<file path="config.mk">
export PLATFORM = sky130hd
export DESIGN_NAME = adau1761_reg_sequencer_flat
export DESIGN_NICKNAME = d
export VERILOG_FILES = /design/src/rtl/adau1761_reg_sequencer_if.sv /design/src/rtl/adau1761_reg_sequencer.sv /design/src/flat_wrapper.sv
export SDC_FILE = /design/constraint.sdc
export NUM_CORES = 1
export LEC_CHECK = 0
export BUFFER_PORTS_ARGS = -buffer_cell sky130_fd_sc_hd__buf_2
export CAP_MARGIN = 20
export CORE_MARGIN = 5
export CORE_UTILIZATION = 60
export CTS_BUF_LIST = sky130_fd_sc_hd__clkbuf_2
export CTS_CLUSTER_SIZE = 10
export DETAILED_ROUTE_END_ITERATION = 8
export GPL_TIMING_DRIVEN = 0
export PLACE_DENSITY = 0.82
export SYNTH_ARGS = -nofsm -noshare
export SYNTH_HDL_FRONTEND = slang
export SYNTH_SLANG_ARGS = --single-unit
export TNS_END_PERCENT = 100
</file>
<file path="constraint.sdc">
create_clock -name clk -period 3.2 [get_ports clk]
set_input_delay 0.16 -clock clk [delete_from_list [all_inputs] [get_ports clk]]
set_output_delay 0.16 -clock clk [all_outputs]
set_load 0.005 [all_outputs]
</file>
<file path="src/rtl/adau1761_reg_sequencer_if.sv">
// rtl/adau1761_reg_sequencer_if.sv - request/response bus between control fabric and the register sequencer
//
// Request side : req_valid/req_ready handshake carrying {req_rnw, req_addr, req_wdata}
// Response side: rsp_valid single-cycle pulse (no backpressure) carrying
//                {rsp_rnw, rsp_addr, rsp_data, rsp_error}
// master modport: control fabric; slave modport: adau1761_reg_sequencer

interface adau1761_reg_sequencer_if;
  logic        req_valid;
  logic        req_ready;
  logic        req_rnw;
  logic [15:0] req_addr;
  logic [7:0]  req_wdata;

  logic        rsp_valid;
  logic        rsp_rnw;
  logic [15:0] rsp_addr;
  logic [7:0]  rsp_data;
  logic        rsp_error;

  modport master (
    output req_valid, req_rnw, req_addr, req_wdata,
    input  req_ready,
    input  rsp_valid, rsp_rnw, rsp_addr, rsp_data, rsp_error
  );

  modport slave (
    input  req_valid, req_rnw, req_addr, req_wdata,
    output req_ready,
    output rsp_valid, rsp_rnw, rsp_addr, rsp_data, rsp_error
  );
endinterface

</file>
<file path="src/rtl/adau1761_reg_sequencer.sv">
// rtl/adau1761_reg_sequencer.sv - request FIFO and command sequencer in front of the ADAU1761 SPI configurator
//
// Optional feature macro: ADAU_SEQ_AUTO_INIT_EN (fire cfg_init after reset, hold requests until done)
//
// Ports:
//   clk, resetn          system clock (shared with configurator), synchronous active-low reset
//   bus (slave)          request handshake in, response pulse out (see adau1761_reg_sequencer_if)
//   cfg_address          configurator register address (holds between commands)
//   cfg_write_value      configurator write data (holds between commands)
//   cfg_write/read/init  registered one-cycle strobes to the configurator
//   cfg_cs               configurator chip-select, low while a transfer is running
//   cfg_read_value       configurator read result, low byte returned on reads
//   init_done            codec initialised; no request is issued before this is high
//   busy                 sequencer is anywhere other than IDLE
//   fifo_level           request FIFO occupancy

module adau1761_reg_sequencer #(
  parameter int FIFO_DEPTH = 8,   // power of two, >= 2
  parameter int IDLE_GAP   = 8,   // >= 4
  parameter int TIMEOUT    = 64   // >= 2
) (
  input  logic                          clk,
  input  logic                          resetn,
  adau1761_reg_sequencer_if.slave       bus,
  output logic [15:0]                   cfg_address,
  output logic [7:0]                    cfg_write_value,
  output logic                          cfg_write,
  output logic                          cfg_read,
  output logic                          cfg_init,
  input  logic                          cfg_cs,
  input  logic [39:0]                   cfg_read_value,
  output logic                          init_done,
  output logic                          busy,
  output logic [$clog2(FIFO_DEPTH):0]   fifo_level
);

  localparam int AW = $clog2(FIFO_DEPTH);
  localparam int TW = $clog2(TIMEOUT) + 1;
  localparam int GW = $clog2(IDLE_GAP) + 1;

  localparam logic [AW:0]   LEVEL_FULL = (AW + 1)'(FIFO_DEPTH);
  // Both counters leave their state on the edge where they would reach the
  // limit, so the error response lands TIMEOUT cycles after the strobe and
  // completion lands IDLE_GAP cycles after the final cfg_cs rise.
  localparam logic [TW-1:0] TMO_LAST   = TW'(TIMEOUT - 2);
  localparam logic [GW-1:0] GAP_LAST   = GW'(IDLE_GAP - 1);

  typedef enum logic [2:0] {
`ifdef ADAU_SEQ_AUTO_INIT_EN
    S_INIT_ISSUE,
    S_INIT_WAIT_LOW,
    S_INIT_GAP,
`endif
    S_IDLE,
    S_ISSUE,
    S_WAIT_LOW,
    S_WAIT_GAP,
    S_RESPOND
  } state_t;

`ifdef ADAU_SEQ_AUTO_INIT_EN
  localparam state_t S_RESET = S_INIT_ISSUE;
`else
  localparam state_t S_RESET = S_IDLE;
`endif

  state_t          state, state_d;
  logic [TW-1:0]   tmo_cnt, tmo_d;
  logic [GW-1:0]   gap_cnt, gap_d;
  logic            err_flag, err_d;
  logic            cmd_rnw;
  logic            rsp_load;

  // ---------------------------------------------------------------------
  // Request FIFO: entry = {rnw, addr[15:0], wdata[7:0]}
  // ---------------------------------------------------------------------
  logic [24:0]     fifo_mem [FIFO_DEPTH];
  logic [AW-1:0]   wr_ptr, rd_ptr;
  logic [24:0]     head;
  logic            push, pop;

  assign head          = fifo_mem[rd_ptr];
  // Ready comes from the registered level only, so a pop in the same cycle
  // cannot re-open a full FIFO.
  assign bus.req_ready = (fifo_level < LEVEL_FULL);
  assign push          = bus.req_valid && bus.req_ready;

  always_ff @(posedge clk) begin
    if (push) begin
      fifo_mem[wr_ptr] <= {bus.req_rnw, bus.req_addr, bus.req_wdata};
    end
  end

  always_ff @(posedge clk) begin
    if (!resetn) begin
      wr_ptr     <= '0;
      rd_ptr     <= '0;
      fifo_level <= '0;
    end else begin
      if (push) wr_ptr <= wr_ptr + 1'b1;
      if (pop)  rd_ptr <= rd_ptr + 1'b1;
      case ({push, pop})
        2'b10:   fifo_level <= fifo_level + 1'b1;
        2'b01:   fifo_level <= fifo_level - 1'b1;
        default: ;
      endcase
    end
  end

  // ---------------------------------------------------------------------
  // Sequencer FSM, next-state / control
  // ---------------------------------------------------------------------
`ifdef ADAU_SEQ_AUTO_INIT_EN
  logic init_done_d;
  logic init_stb;
`endif

  always_comb begin
    state_d  = state;
    tmo_d    = tmo_cnt;
    gap_d    = gap_cnt;
    err_d    = err_flag;
    pop      = 1'b0;
    rsp_load = 1'b0;
`ifdef ADAU_SEQ_AUTO_INIT_EN
    init_done_d = init_done;
    init_stb    = 1'b0;
`endif
    case (state)
`ifdef ADAU_SEQ_AUTO_INIT_EN
      S_INIT_ISSUE: begin
        init_stb = 1'b1;
        tmo_d    = '0;
        state_d  = S_INIT_WAIT_LOW;
      end
      S_INIT_WAIT_LOW: begin
        if (!cfg_cs) begin
          gap_d   = '0;
          state_d = S_INIT_GAP;
        end else if (tmo_cnt == TMO_LAST) begin
          // An init timeout has no response to carry an error, so the flag
          // is left clear rather than leaking into the first request.
          init_done_d = 1'b1;
          state_d     = S_IDLE;
        end else begin
          tmo_d = tmo_cnt + 1'b1;
        end
      end
      S_INIT_GAP: begin
        // Short high gaps between the init writes clear the counter, so
        // the whole init burst reads as one operation.
        if (!cfg_cs) begin
          gap_d = '0;
        end else if (gap_cnt == GAP_LAST) begin
          init_done_d = 1'b1;
          state_d     = S_IDLE;
        end else begin
          gap_d = gap_cnt + 1'b1;
        end
      end
`endif
      S_IDLE: begin
        if (init_done && (fifo_level != '0)) begin
          pop     = 1'b1;
          state_d = S_ISSUE;
        end
      end
      S_ISSUE: begin
        tmo_d   = '0;
        state_d = S_WAIT_LOW;
      end
      S_WAIT_LOW: begin
        if (!cfg_cs) begin
          gap_d   = '0;
          state_d = S_WAIT_GAP;
        end else if (tmo_cnt == TMO_LAST) begin
          err_d    = 1'b1;
          rsp_load = 1'b1;
          state_d  = S_RESPOND;
        end else begin
          tmo_d = tmo_cnt + 1'b1;
        end
      end
      S_WAIT_GAP: begin
        if (!cfg_cs) begin
          gap_d = '0;
        end else if (gap_cnt == GAP_LAST) begin
          rsp_load = 1'b1;
          state_d  = S_RESPOND;
        end else begin
          gap_d = gap_cnt + 1'b1;
        end
      end
      S_RESPOND: begin
        err_d   = 1'b0;
        state_d = S_IDLE;
      end
      default: state_d = S_IDLE;
    endcase
  end

  // ---------------------------------------------------------------------
  // State and registered outputs
  // ---------------------------------------------------------------------
  always_ff @(posedge clk) begin
    if (!resetn) begin
      state           <= S_RESET;
      tmo_cnt         <= '0;
      gap_cnt         <= '0;
      err_flag        <= 1'b0;
      cmd_rnw         <= 1'b0;
      cfg_address     <= '0;
      cfg_write_value <= '0;
      cfg_write       <= 1'b0;
      cfg_read        <= 1'b0;
      busy            <= 1'b0;
      bus.rsp_valid   <= 1'b0;
      bus.rsp_rnw     <= 1'b0;
      bus.rsp_addr    <= '0;
      bus.rsp_data    <= '0;
      bus.rsp_error   <= 1'b0;
    end else begin
      state    <= state_d;
      tmo_cnt  <= tmo_d;
      gap_cnt  <= gap_d;
      err_flag <= err_d;
      busy     <= (state_d != S_IDLE);

      // Strobes and command fields are loaded on the pop edge so they are
      // visible during the ISSUE cycle; cfg_address doubles as the held
      // command address for the response echo.
      cfg_write <= pop && !head[24];
      cfg_read  <= pop &&  head[24];
      if (pop) begin
        cmd_rnw         <= head[24];
        cfg_address     <= head[23:8];
        cfg_write_value <= head[7:0];
      end

      bus.rsp_valid <= rsp_load;
      if (rsp_load) begin
        bus.rsp_rnw   <= cmd_rnw;
        bus.rsp_addr  <= cfg_address;
        bus.rsp_data  <= cmd_rnw ? cfg_read_value[7:0] : 8'h00;
        bus.rsp_error <= err_d;
      end
    end
  end

`ifdef ADAU_SEQ_AUTO_INIT_EN
  always_ff @(posedge clk) begin
    if (!resetn) begin
      cfg_init  <= 1'b0;
      init_done <= 1'b0;
    end else begin
      cfg_init  <= init_stb;
      init_done <= init_done_d;
    end
  end
`else
  assign cfg_init = 1'b0;

  always_ff @(posedge clk) begin
    if (!resetn) begin
      init_done <= 1'b0;
    end else begin
      init_done <= 1'b1;
    end
  end
`endif

  // Only the low byte of the configurator result is returned.
  logic unused_read_bits;
  assign unused_read_bits = ^cfg_read_value[39:8];

endmodule

</file>
<file path="src/flat_wrapper.sv">
// flat-port wrapper written by rule: the top's interface ports become plain ports
module adau1761_reg_sequencer_flat 
#(
  parameter int FIFO_DEPTH = 8,                        
  parameter int IDLE_GAP   = 8,          
  parameter int TIMEOUT    = 64          
)
  (clk, resetn, cfg_address, cfg_write_value, cfg_write, cfg_read, cfg_init, cfg_cs, cfg_read_value, init_done, busy, fifo_level, bus_req_valid, bus_req_rnw, bus_req_addr, bus_req_wdata, bus_req_ready, bus_rsp_valid, bus_rsp_rnw, bus_rsp_addr, bus_rsp_data, bus_rsp_error);
  adau1761_reg_sequencer_if bus_i ();
  input  logic clk;
  input  logic resetn;
  output logic [15:0] cfg_address;
  output logic [7:0] cfg_write_value;
  output logic cfg_write;
  output logic cfg_read;
  output logic cfg_init;
  input  logic cfg_cs;
  input  logic [39:0] cfg_read_value;
  output logic init_done;
  output logic busy;
  output logic [$clog2(FIFO_DEPTH):0] fifo_level;
  input wire logic [$bits(bus_i.req_valid)-1:0] bus_req_valid;
  input wire logic [$bits(bus_i.req_rnw)-1:0] bus_req_rnw;
  input wire logic [$bits(bus_i.req_addr)-1:0] bus_req_addr;
  input wire logic [$bits(bus_i.req_wdata)-1:0] bus_req_wdata;
  output wire logic [$bits(bus_i.req_ready)-1:0] bus_req_ready;
  output wire logic [$bits(bus_i.rsp_valid)-1:0] bus_rsp_valid;
  output wire logic [$bits(bus_i.rsp_rnw)-1:0] bus_rsp_rnw;
  output wire logic [$bits(bus_i.rsp_addr)-1:0] bus_rsp_addr;
  output wire logic [$bits(bus_i.rsp_data)-1:0] bus_rsp_data;
  output wire logic [$bits(bus_i.rsp_error)-1:0] bus_rsp_error;
  assign bus_i.req_valid = bus_req_valid;
  assign bus_i.req_rnw = bus_req_rnw;
  assign bus_i.req_addr = bus_req_addr;
  assign bus_i.req_wdata = bus_req_wdata;
  assign bus_req_ready = bus_i.req_ready;
  assign bus_rsp_valid = bus_i.rsp_valid;
  assign bus_rsp_rnw = bus_i.rsp_rnw;
  assign bus_rsp_addr = bus_i.rsp_addr;
  assign bus_rsp_data = bus_i.rsp_data;
  assign bus_rsp_error = bus_i.rsp_error;
  adau1761_reg_sequencer #(.FIFO_DEPTH(FIFO_DEPTH), .IDLE_GAP(IDLE_GAP), .TIMEOUT(TIMEOUT)) u_core (.clk(clk), .resetn(resetn), .bus(bus_i), .cfg_address(cfg_address), .cfg_write_value(cfg_write_value), .cfg_write(cfg_write), .cfg_read(cfg_read), .cfg_init(cfg_init), .cfg_cs(cfg_cs), .cfg_read_value(cfg_read_value), .init_done(init_done), .busy(busy), .fifo_level(fifo_level));
endmodule
</file>
## Word level (Yosys, flattened, before mapping)

Memory sizes are Yosys's and may differ from the RTL's. A register that Yosys moved wholly into a read port is not among the register bits.
Index checks and enable logic that the tools add are counted.

| operators by class | value |
|---|---|
| add/sub/neg operators | 6 |
| eq/ne operators | 12 |
| multiplexer cells | 30 |
| $lt $le $gt $ge | 1 |
| reduce and logical (&&, ||, !) cells | 13 |

Operators with widths:

| operator | count |
|---|---|
| $mux 3 | 7 |
| $pmux 4 s2 | 2 |
| $mux 7 | 2 |
| $pmux 7 s2 | 1 |
| $mux 4 | 3 |
| $pmux 3 s4 | 1 |
| $mux 1 | 11 |
| $add 4x1->4 const B | 2 |
| $mux 8 | 1 |
| $add 7x1->7 const B | 1 |
| $eq 7x6->1 const B | 1 |
| $add 3x1->3 const B | 2 |
| $eq 3x2->1 const B | 2 |
| $ne 2x2->1 const B | 3 |
| $reduce_and 3->1 | 2 |
| $reduce_bool 2->1 | 3 |
| $eq 4x3->1 const B | 1 |
| $logic_and 1x1->1 | 4 |
| $lt 4x4->1 const B | 1 |
| $pmux 1 s2 | 2 |
| $reduce_bool 4->1 | 1 |
| $sub 4x1->4 const B | 1 |
| $eq 3x1->1 const B | 1 |
| $eq 3x3->1 const B | 1 |
| other kinds (6) | 6 |

| storage, ports and cells | value |
|---|---|
| memories kept | 1 |
| RAM bits | 200 |
| word-level logic and storage cells | 82 |
| input port bits | 69 |
| register bits | 81 |
| output and inout bits | 61 |

Memory list:

| name | depth | width | read ports | clocked after Yosys merged registers in | write ports | line | text |
|---|---|---|---|---|---|---|---|
| u_core.fifo_mem | 8 | 25 | 1 | 1 | 1 | adau1761_reg_sequencer.sv:77 | `logic [24:0] fifo_mem [FIFO_DEPTH];` |

## Longest topological paths before layout

Gate-level depths: netlist (run 1).

| logic depth | value |
|---|---|
| depth in word-level cells | 6 |
| gate-level depth with buffers | 12 |
| depth with buffers taken out | 10 |

## Least setup slack after synthesis (run 1)

Ideal clock, no wire load.

| timing path | value |
|---|---|
| path type | register to register |
| from | reg u_core.fifo_level[3] |
| to | mem u_core.fifo_mem[0][0], enable pin |
| stages on the path, launching flop included | 4 |
| slack | 294 ps |
| buffers on the path | 0 |
| period minus slack after synthesis | 2906 ps |
| setup time | 438 ps |
| data arrival time | 2468 ps |
| required time | 2762 ps |
| path through | dfxtp_1 -> nor2b_1 -> nand2b_1 -> nor3_1 |

| on the way | value |
|---|---|
| cells in the longest elaborated chain, start to end | 4 |

RTL lines:

| item | line | text |
|---|---|---|
| from (decl) | adau1761_reg_sequencer.sv:34 | `output logic [$clog2(FIFO_DEPTH):0] fifo_level` |
| from (signal assigned) | adau1761_reg_sequencer.sv:103 | `2'b10: fifo_level <= fifo_level + 1'b1;` |
| from (signal assigned) | adau1761_reg_sequencer.sv:104 | `2'b01: fifo_level <= fifo_level - 1'b1;` |
| $lt 4x4->1 | adau1761_reg_sequencer.sv:85 | `assign bus.req_ready = (fifo_level < LEVEL_FULL);` |
| $logic_and 1x1->1 | adau1761_reg_sequencer.sv:86 | `assign push = bus.req_valid && bus.req_ready;` |
| $mux 1 | adau1761_reg_sequencer.sv:89 | `if (push) begin` |
| $mux 1 (implied by the code) | adau1761_reg_sequencer.sv:90 | `fifo_mem[wr_ptr] <= {bus.req_rnw, bus.req_addr, bus.req_wdata};` |
| to (decl) | adau1761_reg_sequencer.sv:77 |  |

Every way passes these cells.

## Worst setup path in the final report (run 1)

| timing path | value |
|---|---|
| from | reg u_core.fifo_level[0] |
| to | reg u_core.fifo_level[2] |

| on the way | value |
|---|---|
| cells in the longest elaborated chain, start to end | 6 |
| elaborated cells between the ends (all ways) | 12 |
| those cells by class | add/sub (2); order compare (1); eq/ne (2); mux (3); reduce/logical (4) |

RTL lines:

| item | line | text |
|---|---|---|
| $reduce_bool 4->1 * | adau1761_reg_sequencer.sv:163 | `if (init_done && (fifo_level != '0)) begin` |
| $logic_and 1x1->1 * | adau1761_reg_sequencer.sv:163 |  |
| $mux 1 * | adau1761_reg_sequencer.sv:163 |  |
| $mux 1 * | adau1761_reg_sequencer.sv:129 | `case (state)` |
| net u_core.pop | adau1761_reg_sequencer.sv:80 | `logic push, pop;` |
| $eq 2x1->1 or $eq 2x2->1 (tied branches) | adau1761_reg_sequencer.sv:102 | `case ({push, pop})` |
| $pmux 4 s2 or $reduce_bool 2->1 (tied branches) | n/a |  |

The timed path passes the listed nets; every way through them passes the cells marked *.
A chain may end at the register's enable or synchronous reset.

==> metrics, run 1 <==
status complete, no violations; First-pass DRT Iterations 5; DP HPWL 15,230 um; syn nets 739; initial antenna violation count 2; first-pass GRT wire length 37,040 um; Total Wirelength 23,710 um; critical-path maximum fanout 11; metal3 WL 2165 um; WP data required 3.89 ns; DR iter-0 viols 524; clk root buf clkbuf_2; clk sinks 284; Syn-to-layout area delta 17.46%; Crit Path Category flop to flop; Unique masters post-synth 49; tightest hold margin 0.1688 ns; number of flops mapped to enable cells by yosys 200; WL per Instance 20.60 um; most frequent cells in the layout edfxtp_1, clkbuf_2, buf_2; largest net degree at the start of global routing 26; register area 0.007687 mm^2; PnR Total Power 8398 uW; area leader, netlist edfxtp_1; R2R Path End u_core.fifo_level[2]$_SDFFE_PN0P_; pwr/cell area 662.6 mW/mm^2; antenna viol nets, final 0; IO Pins 130; Period Utilization, post-route 93.22%; Highest Signal Layer met4; Die Ht 144.1 um; mapped cell area 0.01079 mm^2; Hold Crit Start resetn; RSZ-0062 raised after global routing false; Slew HR 31.41%; Skew-Pair Late Insertion Delay 0.79 ns; # port buffers 96; Starting Density 60.48%; fraction of layout cells with a size suffix above 1 32.17%; Synth Instances 662; CTS tree built; Slew Viols, Final 0; Multi-input gate area 0.002938 mm^2; Yosys reg bits 284; register area share after synthesis 71.24%; global-route usage over all layers 23.75%; fin nets 948; Max clock buf depth 3; Max Cap Viol 0; number of global-route vias before repair 6,932; top_reg_cell synth edfxtp_1; Critical Path Source Type flop; CTS H-Tree Depth 3; R2R depth 11; final hold viol count 0; critical path endpoint category flop; worst path arrival time 3.68 ns; Core Region 0.01784 mm^2; clock skew 0.05022 ns; Pleak 0.004570 uW; HP Class input pin to flop; ranking of synthesized cells by area edfxtp_1, dfxtp_1, mux4_2; Overflow after GRT 0; placer congestion estimate 0.8104; Hold Path End u_core.init_done$_DFF_P_; CTS buffer count 68; Post-synth ARST share 0%; fill count 1,145; Via-to-Cell Ratio 5.702; via count 6,563; top-area cell type share of the netlist area 55.66%; worst-case vdd ir drop 0.0003900 V; Max Fclk 335.2 MHz; number of setup violations in the final report 0; Post-Route Setup TNS 0 ns; Hold Path Depth 2; full die area 0.02077 mm^2; most common cell after layout, fill and taps aside edfxtp_1; Routed met1 length 9019 um; minimum clock period 2.983 ns; clk slew on worst S/H paths 0.10 ns; Post-Syn Area per Cell 16.30 um^2; Std-Cell Rows 49; DRC 0; Met2 Routed Length 12,080 um; R2R Setup Slk 0.22 ns; Worst-Margin Slew 1.026 ns; die width 144.1 um; Ys Warns 0; worst r2r src u_core.fifo_level[0]$_SDFFE_PN0P_
worst max-delay path by stage:
stage	from	to	slack, ns	cells past startpoint
final	u_core.fifo_level[0]$_SDFFE_PN0P_	u_core.fifo_level[2]$_SDFFE_PN0P_	0.22	11
after global routing	u_core.fifo_level[0]$_SDFFE_PN0P_	u_core.fifo_level[2]$_SDFFE_PN0P_	0.05	11
after CTS	u_core.state[2]$_SDFF_PN0_	u_core.fifo_level[2]$_SDFFE_PN0P_	0.15	12
after detailed placement	u_core.state[2]$_SDFF_PN0_	u_core.fifo_level[2]$_SDFFE_PN0P_	0.18	12
after global placement	u_core.fifo_level[3]$_SDFFE_PN0P_	u_core.fifo_mem[1][1]$_DFFE_PP_	-1.47	3
after floorplan	u_core.fifo_level[3]$_SDFFE_PN0P_	u_core.fifo_mem[0][0]$_DFFE_PP_	0.29	3
per-stage QoR:
| stage | instances | area, um^2 | util, % | setup WS, ns |
|---|---|---|---|---|
| after global placement | 987 | 11560 | 64.78 | -1.472 |
| after CTS | 1148 | 12660 | 70.96 | 0.1492 |
| after detailed placement | 993 | 11690 | 65.51 | 0.1790 |
| after global routing | 1151 | 12670 | 71.04 | 0.04697 |
| after floorplan | 662 | 10790 | - | 0.2937 |
| final | 1151 | 12670 | 71.04 | 0.2168 |
layout make-up:
type	count	share of cell area (%)
antenna	2	0.03949
tap	229	2.261
buffer	35	1.579
timing repair buffer	139	7.285
multi-input combinational	337	23.18
inverter	6	0.1777
clock buffer	107	4.225
sequential	284	60.65
clock inverter	12	0.6022
registers in the layout, indices dropped and copies added, names as in the netlist, 3 cells and up, named ones only:
signal	count
u_core.fifo_mem	200
u_core.bus.rsp_addr	16
u_core.cfg_address	16
u_core.bus.rsp_data	8
u_core.cfg_write_value	8
u_core.tmo_cnt	7
u_core.fifo_level	4
u_core.gap_cnt	4
u_core.rd_ptr	3
u_core.state	3
u_core.wr_ptr	3
cell usage after synthesis, drive strengths merged (2+ instances only):
cell type / number
edfxtp: 200
dfxtp: 84
nand2: 66
mux4: 50
nor2: 36
mux2i: 35
o21ai: 30
o22ai: 24
buf: 18
clkbuf: 17
nand3: 14
nand2b: 11
and2: 9
ha: 8
xnor2: 7
a21oi: 6
inv: 6
a21boi: 5
nor3: 5
nor2b: 3
or3: 3
xor2: 3
a2111oi: 2
a211oi: 2
nand3b: 2
nor4: 2
nor4b: 2
o21a: 2
routing by layer:
metal | global-route usage [%] | up-vias
met5 | 0 | -
met4 | 8.226 | 0
met3 | 6.283 | 44
met2 | 39.81 | 320
met1 | 30.36 | 3207
li1 | - | 2992
critical path, stage by stage, from the launching register on:
cell and delay (ns):
dfxtp_1 0.40, or4_4 0.60, nand2_2 0.19, inv_2 0.12, clkbuf_4 0.24, ha_1 0.30, xor2_1 0.17, ha_1 0.19
a21oi_1 0.14, xor2_1 0.10, or3_1 0.31, a21boi_0 0.17
timing repair:
action,in CTS,in global routing
hold buffers,36,0
endpoints found under the hold margin,236,0
resized for setup,0,1
endpoints found under the setup margin,0,1
setup buffers,0,1
kinds of logic (layout without fill, tap and decap cells):
family,count (synthesis),after routing,share of synthesized area (%)
flip-flops,284,284,71.24
multiplexers,86,86,13.79
other,1,3,0.03475
AO/OA/AOI/OAI,75,75,4.186
adder cells (fa/ha/maj),8,8,0.9277
buffers and inverters,41,299,2.041
XOR/XNOR,10,10,0.8117
AND/OR/NAND/NOR,157,157,6.969
power breakdown:
group | switching (uW) | internal, uW | total (uW)
clock | 1330 | 954 | 2290
combinational | 910 | 754 | 1660
sequential | 215 | 4230 | 4450
total | 2460 | 5940 | 8400
Power figures use the tool's default switching activity.
==> inputs of run 2 (changes only) <==
- CORE_UTILIZATION: 60 -> 58
- CTS_BUF_LIST: sky130_fd_sc_hd__clkbuf_2 -> not set
- PLACE_DENSITY: 0.82 -> 0.8
==> run 2 against run 1 <==
Effect of this change: sequential power hardly changed; global-route usage is 1.2 points lower; register-to-register slack better by 0.05 ns; via count is 2.5% lower; flip-flop and latch count stayed put; largest cell class unchanged.
==> metrics, run 2 (same netlist as run 1, synthesis figures left out) <==
IO Pins 130 (unchanged); clk root buf clkbuf_16; Bufs and invs on worst path 3 (+1); Starting Density 59.46% (-1.0 points); Hold Crit Start cfg_cs; number of global-route vias before repair 6,767 (-2.4%); first-pass GRT wire length 37,540 um (+1.4%); full die area 0.02143 mm^2 (+3.2%); max reg flops 200 (unchanged); most common cell after layout, fill and taps aside edfxtp_1; tightest hold margin 0.1049 ns (-0.06390 ns); R2R Path End u_core.fifo_level[2]$_SDFFE_PN0P_; worst-case vdd ir drop 0.0005645 V (+45%); final hold viol count 0 (unchanged); largest net degree at the start of global routing 26 (unchanged); status complete, no violations; Slowest Stage Delay on Critical Path 0.41 ns (-0.19 ns); Syn-to-layout area delta 20.72%; CTS H-Tree Depth 2 (-1); critical-path maximum fanout 11 (unchanged); DR iter-0 viols 484 (-7.6%); clock skew 0.02224 ns (-0.02799 ns); global-route usage over all layers 22.50% (-1.2 points); First-pass DRT Iterations 5 (unchanged); clk sinks 284 (unchanged); Core Util, Final 71.78% (+0.74 points); fraction of layout cells with a size suffix above 1 26.11% (-6.1 points); minimum clock period 2.932 ns (-0.05072 ns); critical path endpoint category flop; R2R depth 12 (+1); met3 Use GR 4.772% (-1.5 points); Slew HR 34.15% (+2.7 points); Hold Path End u_core.gap_cnt[1]$_SDFFE_PN0P_; Std-Cell Rows 49 (unchanged); antenna fix cells 0 (-2); CP cell instances clkbuf_1 > nor4b_4 > nand2_2 > inv_2 > buf_4 > ha_2 > xor2_1 > ha_1 > a21oi_1 > xor2_1 > or3_1 > a21boi_0; gr busiest metal met2; largest register by flop count u_core.fifo_mem; Max Cap Viol 0 (unchanged); DRC 0 (unchanged); fin nets 910 (-4.0%); Skew-Pair Late Insertion Delay 0.50 ns (-0.29 ns); instance count on the critical path 12 (+1); placer congestion estimate 0.8500 (+4.9%); Hold Path Depth 3 (+1); RSZ-0062 raised after global routing false; die width 146.4 um (+1.6%); cell family with most CP delay simple AND/OR/NAND/NOR gates; WL per Instance 21.99 um (+6.7%); number of setup violations in the final report 0 (unchanged); Overflow after GRT 0 (unchanged); Period Utilization, post-route 91.64% (-1.6 points); CTS tree built; Slew Viols, Final 0 (unchanged); HP Class input pin to flop; most frequent cells in the layout edfxtp_1, buf_2, dfxtp_1; Total Wirelength 23,810 um (+0.41%); Worst-Margin Slew 0.9824 ns (-0.04405 ns); DP Cell Count 991 (-0.20%); met2 usage 39.11% (-0.70 points); Max clock buf depth 3 (unchanged); PnR Total Power 9595 uW (+14%); worst setup margin 0.2675 ns (+0.05072 ns); R2R Setup Slk 0.27 ns (+0.05 ns); CP most frequent cell xor2_1; Pleak 0.004556 uW (-0.31%); met1 Use GR 28.81% (-1.6 points); worst path arrival time 3.36 ns (-0.32 ns); Die Ht 146.4 um (+1.6%); Crit Path Category flop to flop; Via-to-Cell Ratio 5.911 (+3.7%); fill count 1,114 (-2.7%); WP data required 3.63 ns (-0.26 ns); initial antenna violation count 0 (-2); Critical Path Source Type flop; DP HPWL 14,780 um (-3.0%); antenna viol nets, final 0 (unchanged); pre-CTS setup slack 0.1329 ns (-0.04603 ns); # port buffers 96 (unchanged); Max Fclk 341.0 MHz (+1.7%); pwr/cell area 736.6 mW/mm^2 (+11%); CTS buffer count 34 (-50%); via count 6,402 (-2.5%); clk slew on worst S/H paths 0.06 ns (-0.04 ns); fin cells 1,083 (-5.9%); Regs by FF count u_core.fifo_mem (200), u_core.bus.rsp_addr (16), u_core.cfg_address (16); worst r2r src u_core.state[2]$_SDFF_PN0_; Crit-path slowest cell nor4b_4; Core Region 0.01815 mm^2 (+1.7%)
==> run 2: stage by stage <==
stage	setup TNS, ns	cell area (um^2)
floorplan	0	10790
global placement	-84.61	11560
detailed placement	0	11660
CTS	0	13010
global route	0	13030
finish	0	13030
==> run 2: tightest hold or removal path, cell delays in order <==
cell and delay, ns:
buf_2 0.10, o21ai_0 0.17, nor2_1 0.13
==> run 2: worst max-delay path by stage <==
stage                                                 start                                end  slack [ns]
after global placement    u_core.fifo_level[3]$_SDFFE_PN0P_    u_core.fifo_mem[0][3]$_DFFE_PP_       -1.51
after detailed placement         u_core.state[2]$_SDFF_PN0_  u_core.fifo_level[2]$_SDFFE_PN0P_        0.13
after global routing             u_core.state[2]$_SDFF_PN0_  u_core.fifo_level[2]$_SDFFE_PN0P_        0.02
after CTS                        u_core.state[2]$_SDFF_PN0_  u_core.fifo_level[2]$_SDFFE_PN0P_        0.11
after floorplan           u_core.fifo_level[3]$_SDFFE_PN0P_    u_core.fifo_mem[0][0]$_DFFE_PP_        0.29
final                            u_core.state[2]$_SDFF_PN0_  u_core.fifo_level[2]$_SDFFE_PN0P_        0.27
==> run 2: cell type report <==
cell class                 count  area [um^2]  share of cell area, %
clock buffer                  56         1007                  7.732
buffer                        35        200.2                  1.537
sequential                   284         7687                  59.01
inverter                       6        22.52                 0.1729
timing repair buffer         135        877.1                  6.733
tap                          229        286.5                  2.200
clock inverter                 1        5.005                0.03842
multi-input combinational    337         2940                  22.57
==> run 2: power by group <==
| part | internal, uW | leakage (uW) | total (uW) | switching, uW |
|---|---|---|---|---|
| Sequential | 4240 | 0.00250 | 4440 | 198 |
| Combinational | 746 | 0.00157 | 1670 | 927 |
| Clock | 2130 | 0.000488 | 3480 | 1350 |
| Total | 7120 | 0.00456 | 9600 | 2470 |
==> run 2: what timing repair did <==
item,in CTS,in global routing
endpoints found under the setup margin,0,1
buffers inserted,0,1
gates resized for setup,0,3
hold buffers,34,0
endpoints found under the hold margin,210,0
==> run 2: layer usage <==
metal	share of wire [%]	up-vias
li1	-	2880
met1	39	3219
met2	51	270
met3	7.6	33
met4	1.7	0
met5	0	-
